[config.mk]
export PLATFORM = sky130hd
export DESIGN_NAME = ddr_wr_burst_engine
export DESIGN_NICKNAME = d
export VERILOG_FILES = /design/src/rtl/ddr_wr_burst_engine.sv
export SDC_FILE = /design/constraint.sdc
export NUM_CORES = 1
export LEC_CHECK = 0
export ABC_AREA = 1
export ABC_CLOCK_PERIOD_IN_PS = 10800
export CAP_MARGIN = 20
export CORE_AREA = 3 3 152 154
export CTS_CLUSTER_DIAMETER = 50
export DETAILED_ROUTE_END_ITERATION = 8
export DIE_AREA = 0 0 155 157
export PLACE_DENSITY = 0.84
export SETUP_SLACK_MARGIN = 0.5
export SLEW_MARGIN = 20
export SYNTH_ARGS = -nofsm -noshare
export SYNTH_HDL_FRONTEND = slang
export SYNTH_SLANG_ARGS = --single-unit
[constraint.sdc]
create_clock -name CK_t -period 10.8 [get_ports CK_t]
set_input_delay 2.7 -clock CK_t [delete_from_list [all_inputs] [get_ports CK_t]]
set_output_delay 2.7 -clock CK_t [all_outputs]
set_load 0.01 [all_outputs]
[src/rtl/ddr_wr_burst_engine.sv]
// DDR write-data path: queues write bursts and serialises one onto DQ/DQS per wr_rdy strobe.
// Optional data-bus inversion on the DQ lanes is enabled by defining WR_DBI_EN (adds dbi_n).
module ddr_wr_burst_engine #(
  parameter int DQ_W       = 8,
  parameter int MAX_BL     = 8,
  parameter int FIFO_DEPTH = 4,
  localparam int DATA_W    = MAX_BL * DQ_W
) (
  input  logic              CK_t,
  input  logic              reset,
  input  logic              wr_push,
  input  logic              bl_mode,
  input  logic              wr_pre,
  input  logic [DATA_W-1:0] wr_data,
  input  logic              wr_rdy,
  output logic [DQ_W-1:0]   dq,
  output logic              dq_oe,
  output logic              dqs_t,
  output logic              dqs_c,
  output logic              dqs_oe,
  output logic              fifo_full,
  output logic              fifo_empty,
  output logic              busy,
  output logic              err_ovf,
  output logic              err_unf,
  output logic              err_col,
`ifdef WR_DBI_EN
  output logic [DQ_W/8-1:0] dbi_n,
`endif
  output logic [1:0]        dbg_state_o
);

  localparam int AW = $clog2(FIFO_DEPTH);
  localparam int PW = AW + 1;
  localparam int BW = $clog2(MAX_BL);
  localparam int CW = BW + 1;
  localparam int EW = DATA_W + 2;

  localparam logic [1:0] S_IDLE  = 2'd0;
  localparam logic [1:0] S_PRE   = 2'd1;
  localparam logic [1:0] S_BURST = 2'd2;
  localparam logic [1:0] S_POST  = 2'd3;

  logic [EW-1:0]     mem_q [FIFO_DEPTH];
  logic [PW-1:0]     wr_ptr_q, rd_ptr_q;
  logic [1:0]        state_q, state_d;
  logic [CW-1:0]     cnt_q, cnt_d;
  logic              work_bl_q, work_pre_q;
  logic [DATA_W-1:0] work_data_q;
  logic              err_ovf_q, err_unf_q, err_col_q;

  logic              can_start, pop, push_ok, in_burst;
  logic [CW-1:0]     last_pre, last_beat;
  logic [DQ_W-1:0]   beat;

  assign fifo_empty = (wr_ptr_q == rd_ptr_q);
  assign fifo_full  = (wr_ptr_q[AW] != rd_ptr_q[AW]) &&
                      (wr_ptr_q[AW-1:0] == rd_ptr_q[AW-1:0]);

  // Handshakes: a push is taken when wr_push is high and the queue has room (or is
  // popped in the same cycle); a start is taken when wr_rdy is high, the FSM is in
  // IDLE or POST and the queue holds a burst. Anything else is dropped and flagged.
  assign can_start = (state_q == S_IDLE) || (state_q == S_POST);
  assign pop       = wr_rdy && can_start && !fifo_empty;
  assign push_ok   = wr_push && (!fifo_full || pop);

  assign last_pre  = {{(CW-1){1'b0}}, work_pre_q};
  assign last_beat = work_bl_q ? CW'(MAX_BL/2 - 1) : CW'(MAX_BL - 1);

  always_ff @(posedge CK_t) begin
    if (push_ok) mem_q[wr_ptr_q[AW-1:0]] <= {bl_mode, wr_pre, wr_data};
  end

  always_ff @(posedge CK_t or posedge reset) begin
    if (reset) begin
      wr_ptr_q    <= '0;
      rd_ptr_q    <= '0;
      state_q     <= S_IDLE;
      cnt_q       <= '0;
      work_bl_q   <= 1'b0;
      work_pre_q  <= 1'b0;
      work_data_q <= '0;
      err_ovf_q   <= 1'b0;
      err_unf_q   <= 1'b0;
      err_col_q   <= 1'b0;
    end else begin
      state_q <= state_d;
      cnt_q   <= cnt_d;
      if (push_ok) wr_ptr_q <= wr_ptr_q + PW'(1);
      if (pop) begin
        {work_bl_q, work_pre_q, work_data_q} <= mem_q[rd_ptr_q[AW-1:0]];
        rd_ptr_q <= rd_ptr_q + PW'(1);
      end
      err_ovf_q <= wr_push && fifo_full && !pop;
      err_unf_q <= wr_rdy && can_start && fifo_empty;
      err_col_q <= wr_rdy && !can_start;
    end
  end

  always_comb begin
    state_d = state_q;
    cnt_d   = cnt_q;
    case (state_q)
      S_IDLE: begin
        if (pop) begin
          state_d = S_PRE;
          cnt_d   = '0;
        end
      end
      S_PRE: begin
        if (cnt_q == last_pre) begin
          state_d = S_BURST;
          cnt_d   = '0;
        end else begin
          cnt_d = cnt_q + CW'(1);
        end
      end
      S_BURST: begin
        if (cnt_q == last_beat) begin
          state_d = S_POST;
          cnt_d   = '0;
        end else begin
          cnt_d = cnt_q + CW'(1);
        end
      end
      S_POST: begin
        state_d = pop ? S_PRE : S_IDLE;
        cnt_d   = '0;
      end
      default: begin
        state_d = S_IDLE;
        cnt_d   = '0;
      end
    endcase
  end

  assign in_burst    = (state_q == S_BURST);
  assign beat        = work_data_q[cnt_q[BW-1:0]*DQ_W +: DQ_W];
  assign dq_oe       = in_burst;
  assign dqs_oe      = (state_q != S_IDLE);
  assign busy        = (state_q != S_IDLE);
  // DQS is high on even beats and idles high; PRE and POST hold it low.
  assign dqs_t       = (state_q == S_IDLE) || (in_burst && !cnt_q[0]);
  assign dqs_c       = in_burst ? cnt_q[0] : 1'b1;
  assign err_ovf     = err_ovf_q;
  assign err_unf     = err_unf_q;
  assign err_col     = err_col_q;
  assign dbg_state_o = state_q;

`ifdef WR_DBI_EN
  function automatic logic [3:0] ones8(input logic [7:0] b);
    logic [3:0] n;
    n = '0;
    for (int k = 0; k < 8; k++) n = n + {3'b000, b[k]};
    return n;
  endfunction

  // A byte with more than four zeros (fewer than four ones) is sent inverted.
  always_comb begin
    dq    = '0;
    dbi_n = '1;
    if (in_burst) begin
      for (int b = 0; b < DQ_W/8; b++) begin
        if (ones8(beat[b*8 +: 8]) < 4'd4) begin
          dq[b*8 +: 8] = ~beat[b*8 +: 8];
          dbi_n[b]     = 1'b0;
        end else begin
          dq[b*8 +: 8] = beat[b*8 +: 8];
        end
      end
    end
  end
`else
  assign dq = in_burst ? beat : '0;
`endif

endmodule

; After elaboration in Yosys (flattened, before gate mapping)
; Memory sizes are Yosys's and may differ from the RTL's. A register that Yosys moved wholly into a read port is not among the register bits.
; Index checks and enable logic that the tools add are counted.
[totals]
reg_bits = 15
ram_bits = 264
in_bits = 70
output_inout_bits = 20
word_cells = 57
mem_count = 1
[memory_table]
columns = memory, words, width, rd, rd_ports_with_merged_regs, wr, line_no
row1 = mem_q, 4, 66, 1, 1, 1, 44  ; logic [EW-1:0] mem_q [FIFO_DEPTH];
[op_classes]
n_addsub = 3
n_eq_ne = 11
n_shift = 1
muxes = 14
n_reduce_logical = 20
[ops]
columns = operator, n
row1 = $shiftx 64x7->8, 1
row2 = $pmux 4 s4, 1
row3 = $mux 4, 3
row4 = $logic_and 1x1->1, 9
row5 = $mux 8, 1
row6 = $pmux 2 s4, 1
row7 = $add 3x1->3 const B, 2
row8 = $mux 2, 3
row9 = $logic_not 1->1, 5
row10 = $add 4x1->4 const B, 1
row11 = $eq 2x2->1 const B, 2
row12 = $eq 4x1->1, 1
row13 = $eq 4x3->1, 1
row14 = $mux 1, 4
row15 = $ne 2x2->1 const B, 2
row16 = $eq 3x3->1, 1
row17 = $logic_or 1x1->1, 3
row18 = $mux 3, 1
row19 = $reduce_and 3->1, 1
row20 = $eq 2x1->1 const B, 1
row21 = $eq 2x2->1, 1
row22 = $logic_not 2->1, 1
row23 = $ne 2x1->1 const B, 1
row24 = $reduce_bool 2->1, 1
row25 = $ne 1x1->1, 1

; Longest topological paths before layout
; Gate-level depths: netlist (run 1).
[logic_depth]
ltp_word = 8
mapped_depth = 11
ltp_nobuf = 10

; Worst setup path before layout (run 1)
; OpenSTA, ideal clock, no wires.
[synth_path]
kind = in2reg
start = in wr_rdy
end = mem mem_q[0][0] in the netlist's numbering (enable)
t_arrival_ns = 6.010
setup_slack_ns = 4.300
stages = 6
path_cell_list = inv_1 nor2_1 nand2_4 nand2_1 nand2_2 nor2_1
[synth_between]
elab_chain_cells = 6
[synth_rtl]
columns = element, line_no
row1 = "start, declared", 15  ; input logic wr_rdy,
row2 = $logic_and 1x1->1 (2 in a row), 64  ; assign pop = wr_rdy && can_start && !fifo_empty;
row3 = $logic_or 1x1->1, 65  ; assign push_ok = wr_push && (!fifo_full || pop);
row4 = $logic_and 1x1->1, 65
row5 = $mux 1, 71  ; if (push_ok) mem_q[wr_ptr_q[AW-1:0]] <= {bl_mode, wr_pre, wr_data};
row6 = $mux 1 (not written as such), 71
row7 = "end, declared", 44
; No other way between the ends.

; Worst setup path after layout (run 1)
[layout_path]
start = reg rd_ptr_q[0]
end = out fifo_full
[layout_between]
elab_chain_cells = 2
[layout_rtl]
columns = element, line_no
row1 = "start, declared", 45  ; logic [PW-1:0] wr_ptr_q, rd_ptr_q;
row2 = "start signal, assigned", 92  ; rd_ptr_q <= rd_ptr_q + PW'(1);
row3 = $eq 2x2->1, 58  ; (wr_ptr_q[AW-1:0] == rd_ptr_q[AW-1:0]);
row4 = $logic_and 1x1->1, 57  ; assign fifo_full = (wr_ptr_q[AW] != rd_ptr_q[AW]) &&
row5 = "end, declared", 21  ; output logic fifo_full,
; No other way between the ends.

==> results of run 1 <==
-- how the worst min path moves through the flow --
stage                                      startpoint                     endpoint  cells after the start
after CTS                 work_data_q[11]$_DFFE_PP0P_  work_data_q[11]$_DFFE_PP0P_                      2
after floorplan           work_data_q[11]$_DFFE_PP0P_  work_data_q[11]$_DFFE_PP0P_                      2
after global placement    work_data_q[35]$_DFFE_PP0P_  work_data_q[35]$_DFFE_PP0P_                      2
final                     work_data_q[11]$_DFFE_PP0P_  work_data_q[11]$_DFFE_PP0P_                      2
after detailed placement  work_data_q[37]$_DFFE_PP0P_  work_data_q[37]$_DFFE_PP0P_                      2
after global routing      work_data_q[54]$_DFFE_PP0P_  work_data_q[54]$_DFFE_PP0P_                      2
-- through the flow --
step	instances	cell area [sq um]	power [mW]	hold WS (ps)	setup slack, ps
floorplan	1162	13800	2.98	444	4300
global placement	1470	14800	3.35	458	4790
detailed placement	1470	14800	3.42	464	4750
CTS	1535	15900	4.62	480	4930
global route	1535	15900	4.88	500	4750
finish	1535	15900	4.61	478	4900
-- cell usage in the layout (no fill, tap or decap), types with 5 or more instances in the layout --
cell type,instances
sky130_fd_sc_hd__clkdlybuf4s50_1,89
sky130_fd_sc_hd__o21ai_0,158
sky130_fd_sc_hd__nand3_1,22
sky130_fd_sc_hd__edfxtp_1,264
sky130_fd_sc_hd__inv_1,49
sky130_fd_sc_hd__clkbuf_16,37
sky130_fd_sc_hd__a21oi_1,8
sky130_fd_sc_hd__o22ai_1,66
sky130_fd_sc_hd__clkinv_1,8
sky130_fd_sc_hd__ha_1,11
sky130_fd_sc_hd__buf_4,9
sky130_fd_sc_hd__nand2_1,201
sky130_fd_sc_hd__o211ai_1,10
sky130_fd_sc_hd__o21ai_1,31
sky130_fd_sc_hd__clkbuf_1,5
sky130_fd_sc_hd__dfrtp_1,79
sky130_fd_sc_hd__nor2_1,158
sky130_fd_sc_hd__clkinv_2,6
-- worst min-delay path, delay by kind of cell, from the launching register on --
family / cells / cell delay, ps
flip-flops: 1 / 340
AND/OR/NAND/NOR: 2 / 110
-- registers in the layout (all words and copies together), names as in the netlist --
register and flops:
dbg_state_o 2, work_data_q 64, work_pre_q 1, wr_ptr_q 3, work_bl_q 1, mem_q 264
err_ovf 1, err_unf 1, cnt_q 4, err_col 1, rd_ptr_q 3
-- power breakdown --
group | internal [mW] | total [mW] | leakage, nW | switching (mW)
clock network | 0.693 | 1.18 | 0.563 | 0.488
logic | 0.442 | 1.45 | 1.96 | 1.01
registers | 1.82 | 1.98 | 3.43 | 0.168
-- kinds of logic after synthesis --
family          Yosys count
xor+xnor                  5
fa+ha+maj                11
compound gates          281
buf+inv                 125
flops                   345
simple gates            395
-- layout make-up --
type / instances / area (sq um)
Sequential cell: 345 / 9960
Fill cell: 1379 / 5890
Multi-Input combinational cell: 692 / 3300
Clock buffer: 44 / 972
Timing Repair Buffer: 99 / 970
Tap cell: 280 / 350
Inverter: 54 / 209
Clock inverter: 21 / 168
-- layer usage --
| layer | wire, um | up-vias | part of all wire | global-route usage |
|---|---|---|---|---|
| li1 | - | 4219 | - | - |
| met1 | 11800 | 4500 | 0.40 | 0.325 |
| met2 | 14900 | 461 | 0.50 | 0.413 |
| met3 | 2370 | 65 | 0.080 | 0.0445 |
| met4 | 665 | 0 | 0.022 | 0.0854 |
| met5 | 0 | - | 0 | 0 |
==> results, run 1 <==
- The portion of synthesized area spent on multiplexers is 0.
- The number of cells on the worst reg-to-reg path is 9.
- For the pin with the worst max-slew slack, the measured transition is 1030 ps.
- The post-synthesis async set-or-reset flop share is 0.235.
- The number of flops mapped to enable cells by yosys is 264.
- The capturing element type of the critical path is an output port.
- Of the total synthesized cell area, the portion taken by AND, OR, NAND and NOR gates is 0.112.
- Traced cell by cell, the critical path runs through buf_4 > nand2_1 > nand2_2 > nand2_1 > nor2_1 > clkdlybuf4s50_1.
- The critical path startpoint is rd_ptr_q[0]$_DFFE_PP0P_.
- Detailed placement finished with a half-perimeter wire length of 16700 um.
- The critical path is of the flip-flop to output port type.
- Summed over all instances, the cell type with the most area after synthesis is sky130_fd_sc_hd__edfxtp_1.
- STA puts the critical path data required time at 8100 ps.
- Yosys attributes the largest share of cell area to sky130_fd_sc_hd__edfxtp_1 58%, sky130_fd_sc_hd__dfrtp_1 15%, sky130_fd_sc_hd__o21ai_0 5.7%, sky130_fd_sc_hd__nand2_1 5.5%, sky130_fd_sc_hd__nor2_1 4.4%.
- The kind of path behind the tightest hold check is flip-flop to flip-flop.
- After synthesis the cells add up to 0.0138 sq mm.
- VDD sags by at most 0.151 mV.
- The count of pins over their slew limit came to 0.
- The worst register-to-register path has a setup slack of 6480 ps.
- The count of cell types in the netlist is 29.
- In this run, post-CTS hold repair placed 0 buffers.
- In the finished design, the share of the clock period the worst path needs comes to 0.546.
- The floorplan has 54 rows.
- Once detail routing completed, the nets flagged for antenna violations numbered 0.
- During synthesis, Yosys emitted a total of 0 warnings.
- Entering global routing, the biggest net connects 98 pins.
- The maximum frequency from static timing analysis is 0.170 GHz.
- The area fraction of the dominant cell type after synthesis is 0.575.
- The number of resized instances in the post-cts repair step is 0.
- The first detailed-routing pass ran for 5 iterations.
- The count of boundary I/O pins is 90.
- In this run the deepest clock path goes through 3 buffers.
- The aggregate routed wire length is 29700 um.
- The via count of the first global-routing pass is 9148.
- The library cell used as clock root buffer is sky130_fd_sc_hd__clkbuf_16.
- Setup violations remaining at the end of the flow were counted as 0.
- The count of inserted antenna diode cells is 0.
- The detailed-route DRC error count is 0.
- The detail-routed via count per cell is 6.02.
- Of the synthesized area, sequential elements account for 0.722.
- After detailed routing, the average wire length per cell comes to 19.4 um.
- In this run the critical register-to-register path is launched from rd_ptr_q[0]$_DFFE_PP0P_.
- The number of DRC markers after the initial detailed-route iteration is 907.
- Synthesis handed over a netlist of 1162 instances.
- The critical path's top delay family is buffers and inverters.
- After clock tree synthesis, the clock-pin slew on the worst setup and hold paths is 60 ps.
- Measured against its own limit, the worst slew margin works out to 0.317.
- The share of post-route cells with drive strength above 1 is 0.0637.
- The maximum fanout encountered on the critical timing path is 81.
- The number of nets in the synthesized netlist is 1243.
- From left edge to right edge, the die measures 155 um.
- For this design the ratio of total power to cell area is 290 mW/mm^2.
- The port buffer count is 89.
- Of the total synthesized cell area, the portion taken by full adders, half adders and majority gates is 0.00999.
- The first global-routing pass estimated 47200 um of wire.
- The count of buffers added by post-CTS timing repair for setup is 0.
- Setup repair after global routing left no endpoint under its margin.
- The area of the core is 0.0218 sq mm.
- The area growth from synthesis to layout is 15.6%.
- For the final routed database, the setup TNS stands at 0 ps.
- From bottom edge to top edge, the die measures 157 um.
- In this run, CTS created clock tree buffers numbering 36.
- The mean cell area of the mapped netlist is 11.9 sq um.
- The effective utilization at floorplan is 0.631.
- The die covers 0.0243 sq mm.
- The clock latency reported for the late side of the worst-skew pair is 520 ps.
- STA classifies the critical path startpoint as a flip-flop.
- The largest family of logic cells by synthesized area is simple AND/OR/NAND/NOR gates.
- Data on the critical path arrives at its endpoint at 3200 ps.
- The area fraction in compound gates after synthesis came to 0.112.
- For this run the aggregate overflow at the end of global routing stands at 0.
- The routed layout has 9245 vias.
- The clock tree from TritonCTS is done.
- By instance count, the cell type seen most on the critical path is sky130_fd_sc_hd__nand2_1.
- In the post-synthesis netlist, the cell with the most instances is sky130_fd_sc_hd__edfxtp_1.
- The flip-flop cell with the highest count after synthesis is sky130_fd_sc_hd__edfxtp_1.
- The initial antenna violation count is 0.
- The overall fraction of global-route tracks in use is 0.245.
- The flow ran to the end, and the final reports show no timing, DRC or antenna violations.
- Summed over all cells, the static leakage comes to 5.95 nW.
- The final core utilization is 0.730.
- After synthesis the netlist holds a flip-flop and latch count of 345.
- Counting buffers and inverters, the worst setup path is 6 cells deep.
- The end point of the critical path is fifo_full.
- The slowest stage of the critical path belongs to the cell sky130_fd_sc_hd__dfrtp_4.
- In this run the number of H-tree levels came out at 2.
- The capture point of the worst reg-to-reg path is mem_q[3][25]$_DFFE_PP_.
- The number of buffers and inverters on the critical path is 2.
- For this design, the sink count on the clock tree is 345.
- For the finished layout, the period the worst path requires is 5900 ps.
- The final number of hold-violating endpoints is 0.
- On the worst path, the slowest cell contributes a delay of 970 ps.
- The net count of the finished layout is 1309.
- Across the run, the number of max-cap violations was 0.
- The global placer's final weighted congestion is 0.848.
- Of the total synthesized cell area, the portion taken by XOR and XNOR cells is 0.00318.
- The setup clock skew after layout is 19.7 ps.
- The commonest cells after synthesis are 264 x sky130_fd_sc_hd__edfxtp_1, 201 x sky130_fd_sc_hd__nand2_1, 162 x sky130_fd_sc_hd__nor2_1, 158 x sky130_fd_sc_hd__o21ai_0, 81 x sky130_fd_sc_hd__dfrtp_1.
Note: power is estimated with default switching activity, not from simulation.
==> inputs of run 2 (changes only) <==
--- a/config.mk
+++ b/config.mk
@@ -6,13 +6,13 @@
 export NUM_CORES = 1
 export LEC_CHECK = 0
 export ABC_AREA = 1
-export ABC_CLOCK_PERIOD_IN_PS = 10800
+export ABC_CLOCK_PERIOD_IN_PS = 5000
 export CAP_MARGIN = 20
-export CORE_AREA = 3 3 152 154
+export CORE_AREA = 3 3 166 168
 export CTS_CLUSTER_DIAMETER = 50
 export DETAILED_ROUTE_END_ITERATION = 8
-export DIE_AREA = 0 0 155 157
-export PLACE_DENSITY = 0.84
+export DIE_AREA = 0 0 169 171
+export PLACE_DENSITY = 0.75
 export SETUP_SLACK_MARGIN = 0.5
 export SLEW_MARGIN = 20
 export SYNTH_ARGS = -nofsm -noshare
==> constraint.sdc (replaced) <==
create_clock -name CK_t -period 5 [get_ports CK_t]
set_input_delay 1.25 -clock CK_t [delete_from_list [all_inputs] [get_ports CK_t]]
set_output_delay 1.25 -clock CK_t [all_outputs]
set_load 0.01 [all_outputs]
==> run 2 against run 1 <==
Critical path depth unchanged. Worst hold slack better by 0.88 ps. Combinational power up 110%. Setup slack worse by 4000 ps.
==> results, run 2 (same netlist as run 1, synthesis figures left out) <==
- The flow ran to the end, and the final reports show no timing, DRC or antenna violations.
- The total clock sinks is 345.
- Clock-pin slew was measured on the worst setup and hold paths at 60 ps.
- In the routed layout, each cell is associated on average with a via count of 5.56.
- The number of antenna diodes in the final layout is 0.
- After detailed placement, the total cell area comes to 0.0149 sq mm.
- Timing would allow up to 0.247 GHz.
- At the pin with the least slew margin, the transition time is 892 ps.
- For this run, the post-layout net count is 1311.
- Along the worst path, the maximum fanout reaches 39.
- Clock tree synthesis selected as its root buffer the cell sky130_fd_sc_hd__clkbuf_16.
- The largest single stage delay on the critical path is 620 ps.
- The final number of hold-violating endpoints is 0.
- The global placer's final weighted congestion is 0.868.
- The count of boundary I/O pins is 90.
- The count of buffers added by post-CTS timing repair for setup is 0.
- Across the routed clock network, the largest skew measured is 11.3 ps.
- The total die area is 0.0289 sq mm.
- The register with the most flip-flops in the layout has 264 of them.
- STA classifies the critical path startpoint as a flip-flop.
- The port buffer count is 89.
- Counting the buffers created by CTS gives 36.
- The site row count is 59.
- The critical path contains buffers and inverters numbering 2 combined.
- The clock tree from TritonCTS is done.
- The minimum setup slack among reg-to-reg paths is 1910 ps.
- The max capacitance violation total is 0.
- The analysis attributes to cell leakage a power of 5.97 nW.
- Power comes to 9.91 mW.
- The length of the first detailed-routing pass in iterations is 5.
- The required time at the worst-slack endpoint is 3750 ps.
- The power density normalized to cell area is 618 mW/mm^2.
- Global routing finished with a remaining overflow of 0.
- The data arrival time of the worst path is 2800 ps.
- Of the available clock period, the critical path in the final layout requires 0.810.
- The HPWL after detailed placement is 16900 um.
- Measured along the y axis, the die boundary spans 171 um.
- The area of the core is 0.0261 sq mm.
- The headroom to the max-slew limit is 0.406.
- After detailed routing, the total wire length is 28900 um.
- The share of post-route cells with drive strength above 1 is 0.0669.
- The cell type of the slowest stage on the worst timing path is sky130_fd_sc_hd__dfrtp_1.
- The average detailed-routed wire length per instance is 18.1 um.
- The capture point of the worst reg-to-reg path is mem_q[3][19]$_DFFE_PP_.
- The number of placed cells counting well taps is 1527.
- Setup repair after global routing left no endpoint under its margin.
- The clock latency reported for the late side of the worst-skew pair is 510 ps.
- The maximum level of the CTS H-tree is 2.
- The die extent in x is 169 um.
- Setup violations remaining at the end of the flow were counted as 0.
- In the global route stage, overall resource usage came out at 0.203.
- The largest net degree at the start of global routing is 98.
- The wire length of the first global-routing pass is 46400 um.
- The detail route stage leaves a number of antenna-violating nets equal to 0.
- In the layout the commonest cells are 264 x sky130_fd_sc_hd__edfxtp_1, 201 x sky130_fd_sc_hd__nand2_1, 158 x sky130_fd_sc_hd__nor2_1, 158 x sky130_fd_sc_hd__o21ai_0, 89 x sky130_fd_sc_hd__clkdlybuf4s50_1.
- The finished layout holds 1591 standard cells, fillers aside.
- The start-to-end type of the worst setup path is flip-flop to output port.
- The number of DRC markers after the initial detailed-route iteration is 788.
- VDD sags by at most 0.680 mV.
- The worst-case reg-to-reg path depth is 10.
- STA classifies the critical path endpoint as an output port.
- The critical path's top delay family is buffers and inverters.
- Traced cell by cell, the critical path runs through buf_4 > o21ai_0 > nand3_1 > nand2_1 > a31oi_1 > clkdlybuf4s50_1.
- The via count of the first global-routing pass was 8866.
- The area growth from synthesis to layout is 16.5%.
- In the routed design, unresolved DRC markers number 0.
- The count of pins over their slew limit is 0.
- The effective utilization at floorplan is 0.529.
- The library cell used most frequently in the layout, excluding fill and tap cells, is sky130_fd_sc_hd__edfxtp_1.
- The clock passes through at most 3 buffers.
- The path class of the tightest hold or removal check is flip-flop to flip-flop.
- The post-route cell area is 0.0161 sq mm.
- The smallest clock period supported by the final layout is computed as 4050 ps.
- The startpoint of the lowest-slack register-to-register path is rd_ptr_q[1]$_DFFE_PP0P_.
- Tracing the worst setup path back leads to its startpoint at cnt_q[0]$_DFFE_PP0P_.
- The final route contains 8848 vias.
- Following the worst setup path forward leads to its endpoint at dq[0].
- The number of stages on the worst setup path is 6.
- Counting the fill cells in the layout gives 1966.
- The initial antenna violation count is 0.
-- run 2: layout make-up --
cell class | instances | area (sq um) | area share
inverters | 54 | 209 | 0.0130
flip-flops and latches | 345 | 9960 | 0.620
multi-input cells | 692 | 3300 | 0.206
clock buffers | 47 | 1000 | 0.0625
well taps | 335 | 419 | 0.0261
clock inverters | 17 | 141 | 0.00881
repair buffers | 101 | 1020 | 0.0634
-- run 2: worst min-delay path by stage --
stage / start / to / slack (ps) / depth (start not counted)
CTS: work_data_q[50]$_DFFE_PP0P_ / work_data_q[50]$_DFFE_PP0P_ / 480 / 2
global placement: work_data_q[32]$_DFFE_PP0P_ / work_data_q[32]$_DFFE_PP0P_ / 460 / 2
finish: work_data_q[50]$_DFFE_PP0P_ / work_data_q[50]$_DFFE_PP0P_ / 480 / 2
detailed placement: work_data_q[13]$_DFFE_PP0P_ / work_data_q[13]$_DFFE_PP0P_ / 460 / 2
global route: work_data_q[5]$_DFFE_PP0P_ / work_data_q[5]$_DFFE_PP0P_ / 510 / 2
floorplan: work_data_q[11]$_DFFE_PP0P_ / work_data_q[11]$_DFFE_PP0P_ / 440 / 2
-- run 2: layer usage --
layer,vias up,global-route usage,wire length [um]
met2,259,0.337,14100
met3,50,0.0310,1540
met1,4316,0.283,12600
met5,-,0,0
met4,0,0.0618,629
li1,4223,-,-
-- run 2: timing repair --
action | 4_1_cts | 5_1_grt
endpoints found under the setup margin | 0 | 2
hold buffers | 0 | 0
gates resized for setup | 0 | 1
-- run 2: stage by stage --
| step | TNS (ps) | hold WS [ps] | utilization | setup WS, ps |
|---|---|---|---|---|
| 2_1_floorplan | -13230 | 444 | - | -50.1 |
| 3_3_place_gp | 0 | 459 | 0.572 | 1230 |
| 3_5_place_dp | 0 | 461 | 0.572 | 1170 |
| 4_1_cts | 0 | 479 | 0.616 | 694 |
| 5_1_grt | 0 | 508 | 0.616 | 813 |
| 6_report | 0 | 479 | 0.616 | 950 |
-- run 2: worst register-to-register path, stage by stage, from the launching register on --
cell and delay (ps):
sky130_fd_sc_hd__dfrtp_2 360, sky130_fd_sc_hd__buf_4 590, sky130_fd_sc_hd__inv_2 90, sky130_fd_sc_hd__nand2_1 90, sky130_fd_sc_hd__nand2_1 100, sky130_fd_sc_hd__nand3_4 100, sky130_fd_sc_hd__nand2_4 280, sky130_fd_sc_hd__nand2_1 240
sky130_fd_sc_hd__nand2_2 200, sky130_fd_sc_hd__nor2_4 140, sky130_fd_sc_hd__buf_4 480
-- run 2: power by group --
part	internal [mW]	switching, mW
clock network	1.52	1.04
registers	3.91	0.340
logic	0.983	2.12
total	6.42	3.50
==> inputs of run 3 (changes only) <==
--- a/config.mk
+++ b/config.mk
@@ -6,13 +6,13 @@
 export NUM_CORES = 1
 export LEC_CHECK = 0
 export ABC_AREA = 1
-export ABC_CLOCK_PERIOD_IN_PS = 5000
+export ABC_CLOCK_PERIOD_IN_PS = 4000
 export CAP_MARGIN = 20
-export CORE_AREA = 3 3 166 168
+export CORE_AREA = 3 3 157 159
 export CTS_CLUSTER_DIAMETER = 50
 export DETAILED_ROUTE_END_ITERATION = 8
-export DIE_AREA = 0 0 169 171
-export PLACE_DENSITY = 0.75
+export DIE_AREA = 0 0 160 162
+export PLACE_DENSITY = 0.79
 export SETUP_SLACK_MARGIN = 0.5
 export SLEW_MARGIN = 20
 export SYNTH_ARGS = -nofsm -noshare
==> constraint.sdc (replaced) <==
create_clock -name CK_t -period 4 [get_ports CK_t]
set_input_delay 1 -clock CK_t [delete_from_list [all_inputs] [get_ports CK_t]]
set_output_delay 1 -clock CK_t [all_outputs]
set_load 0.01 [all_outputs]
==> run 3 against run 2 <==
Routed wire length rose by 2.6%. Design area is 1.4% higher. Die area is 10% lower. Sequential power rose by 25%. Worst hold slack worse by 1.1 ps. Clock skew rose by 6.7 ps. Critical path type unchanged. Critical endpoint is now dq[6].
==> results, run 3 (same netlist as run 1, synthesis figures left out) <==
- The commonest non-fill, non-tap cell in the layout is sky130_fd_sc_hd__edfxtp_1.
- The clock-pin slew of the registers on the worst-case setup and hold paths is 60 ps.
- Dividing the final minimum period by the clock period gives 0.853.
- After legalization and detailed placement, the total HPWL measured 17300 um.
- The area of the multi-input gates is 0.00331 sq mm.
- The overall fraction of global-route tracks in use is 0.225.
- The region available for standard cell placement spans 0.0234 sq mm.
- The total vias in the final route is 9047.
- The minimum setup slack among reg-to-reg paths is 1180 ps.
- The clock arrives with 18.1 ps of skew.
- After detailed routing, the total wire length is 29600 um.
- Headroom to the max-slew limit came out at 0.416.
- The worst-case clock buffer depth is 3.
- In this run the critical register-to-register path is launched from rd_ptr_q[0]$_DFFE_PP0P_.
- The register with the most flip-flops in the layout has 264 of them.
- The final net count is 1320.
- The largest net degree at the start of global routing is 87.
- For this run the aggregate overflow at the end of global routing stands at 0.
- Leaving out fill and tap cells, the most frequent cells in the layout are 264 x sky130_fd_sc_hd__edfxtp_1, 201 x sky130_fd_sc_hd__nand2_1, 158 x sky130_fd_sc_hd__nor2_1, 158 x sky130_fd_sc_hd__o21ai_0, 85 x sky130_fd_sc_hd__clkdlybuf4s50_1.
- The number of DRC markers after the initial detailed-route iteration is 1024.
- The first global-routing pass estimated 46000 um of wire.
- The die is 160 um wide.
- STA classifies the critical path startpoint as a flip-flop.
- Based on the critical path, the design can be clocked at up to 0.293 GHz.
- The port buffer count is 89.
- Dividing the detail-routed wire length by the instance count gives 18.7 um.
- The max capacitance violation total is 0.
- After detailed routing, the number of remaining DRC violations is 0.
- The data arrival time of the worst path is 2410 ps.
- At the end of the flow the core is filled with cells to 0.696.
- The area taken by flip-flops and latches is 0.00996 sq mm.
- The tightest min-delay check is of the flip-flop to flip-flop type.
- Across all hold checks on the routed design, the worst slack comes to 478 ps.
- The switching share of total power is 0.352.
- The height of the chip is 162 um.
- The count of pins over their slew limit is 0.
- The clock tree synthesis step divided the H-tree into 2 levels.
- The capture point of the worst reg-to-reg path is work_data_q[55]$_DFFE_PP0P_.
- The clock latency reported for the late side of the worst-skew pair is 520 ps.
- The net switching power is 4.53 mW.
- The worst-margin pin slew is 876 ps.
- The total clock sinks is 345.
- Clock tree synthesis inserted a total of 36 buffers.
- 0 antenna diodes ended up in the layout.
- The share of post-route cells with drive strength above 1 is 0.0805.
- The effective utilization at floorplan is 0.589.
- The number of hold buffers added after CTS was 0.
- The first TritonRoute pass finished after 5 iterations.
- The number of nets with antenna violations after detailed routing is 0.
- TritonCTS built the clock tree.
- The count of boundary I/O pins is 90.
- The flow ran to the end, and the final reports show no timing, DRC or antenna violations.
- The cell count of the worst hold path is 2.
- For this design the static power due to leakage is 6.16 nW.
- The layout filler cell count is 1622.
- The capturing element type of the critical path is an output port.
- For hold timing, the worst endpoint is work_data_q[50]$_DFFE_PP0P_.
- The floorplan step defined a die boundary enclosing 0.0259 sq mm.
- The via count of the first global-routing pass is 8778.
- The worst register-to-register path has a depth of 7.
- After routing, the total negative slack on setup checks comes to 0 ps.
- The power share of the combinational group is 0.314.
- The final critical delay including setup and external delays is 3410 ps.
- The sequential share of power is 0.412.
- Along the worst path, the maximum fanout reaches 24.
- The library cell used as clock root buffer is sky130_fd_sc_hd__clkbuf_16.
- The worst hold path startpoint is work_data_q[50]$_DFFE_PP0P_.
- The final number of hold-violating endpoints was 0.
- The total setup violations reported at the end of the flow is 0.
- Routability-driven placement finished with a final weighted congestion of 0.903.
- The area growth from synthesis to layout is 18.2%.
- Setup repair after global routing left no endpoint under its margin.
- The detail-routed via count per cell is 5.70.
- Data on the critical path is required at its endpoint by 3000 ps.
- The initial antenna violation count was 0.
- Internal power comes to 8.34 mW.
- The share of total power dissipated in the clock network is 0.273.
- Power spread over the standard cell area amounts to 791 mW/mm^2.
- The setup path with the least slack is of type flip-flop to output port.
- VDD sags by at most 0.473 mV.
- In this run the core area contains 56 standard-cell rows.
-- run 3: changes by cell type in the layout (fill, tap and decap cells not counted), sizes merged, moves of 4 or more --
cell / before / now
dlymetal6s2s: 0 / 4
buf: 12 / 21
clkbuf: 47 / 40
bufinv: 2 / 7
clkdlybuf4s50: 89 / 85
-- run 3: cell type report --
class	count	share of cell area
Sequential cell	345	0.612
Multi-Input combinational cell	692	0.203
Timing Repair Buffer	110	0.0693
Clock buffer	40	0.0576
Tap cell	319	0.0245
Clock inverter	26	0.0206
Inverter	54	0.0131
-- run 3: power groups by stage --
stage	sequential (mW)	clock, mW	combinational [mW]
final	5.31	3.52	4.05
after global routing	5.38	3.70	4.52
after CTS	5.33	3.55	3.97
after detailed placement	5.38	0	3.92
after global placement	5.37	0	3.81
after floorplan	5.20	0	2.81
-- run 3: worst max path at each step --
stage	startpoint	to	slack (ps)	cells after the start
floorplan	wr_rdy	mem_q[0][0]$_DFFE_PP_	290	6
global placement	wr_rdy	mem_q[2][49]$_DFFE_PP_	850	8
detailed placement	wr_rdy	mem_q[2][35]$_DFFE_PP_	810	8
CTS	rd_ptr_q[0]$_DFFE_PP0P_	fifo_full	510	5
global route	cnt_q[0]$_DFFE_PP0P_	dq[2]	520	7
finish	cnt_q[0]$_DFFE_PP0P_	dq[6]	590	7
-- run 3: repair_timing --
action	in CTS	in global routing
setup buffers	1	2
gates resized for setup	3	10
endpoints found under the setup margin	7	9
-- run 3: critical path, cell delays in order, from the launching register on --
cell	delay, ps
sky130_fd_sc_hd__dfrtp_2	460
sky130_fd_sc_hd__buf_4	190
sky130_fd_sc_hd__buf_8	160
sky130_fd_sc_hd__a21oi_1	150
sky130_fd_sc_hd__o21ai_0	90
sky130_fd_sc_hd__nand3_1	80
sky130_fd_sc_hd__o211a_1	200
sky130_fd_sc_hd__clkdlybuf4s50_1	550
-- run 3: stage by stage --
step	area [sq um]	cells	setup slack [ps]	total power, mW
floorplan	13800	1162	287	8.01
global placement	14900	1517	850	9.18
detailed placement	14900	1517	808	9.31
CTS	16200	1584	507	12.9
global route	16300	1586	521	13.6
finish	16300	1586	587	12.9
-- run 3: per-layer routing --
layer / GRT usage / vias to the layer above / wire [um]
met5: 0 / - / 0
met3: 0.0434 / 70 / 2090
met1: 0.310 / 4382 / 12300
met4: 0.0801 / 0 / 815
li1: - / 4240 / -
met2: 0.364 / 355 / 14400
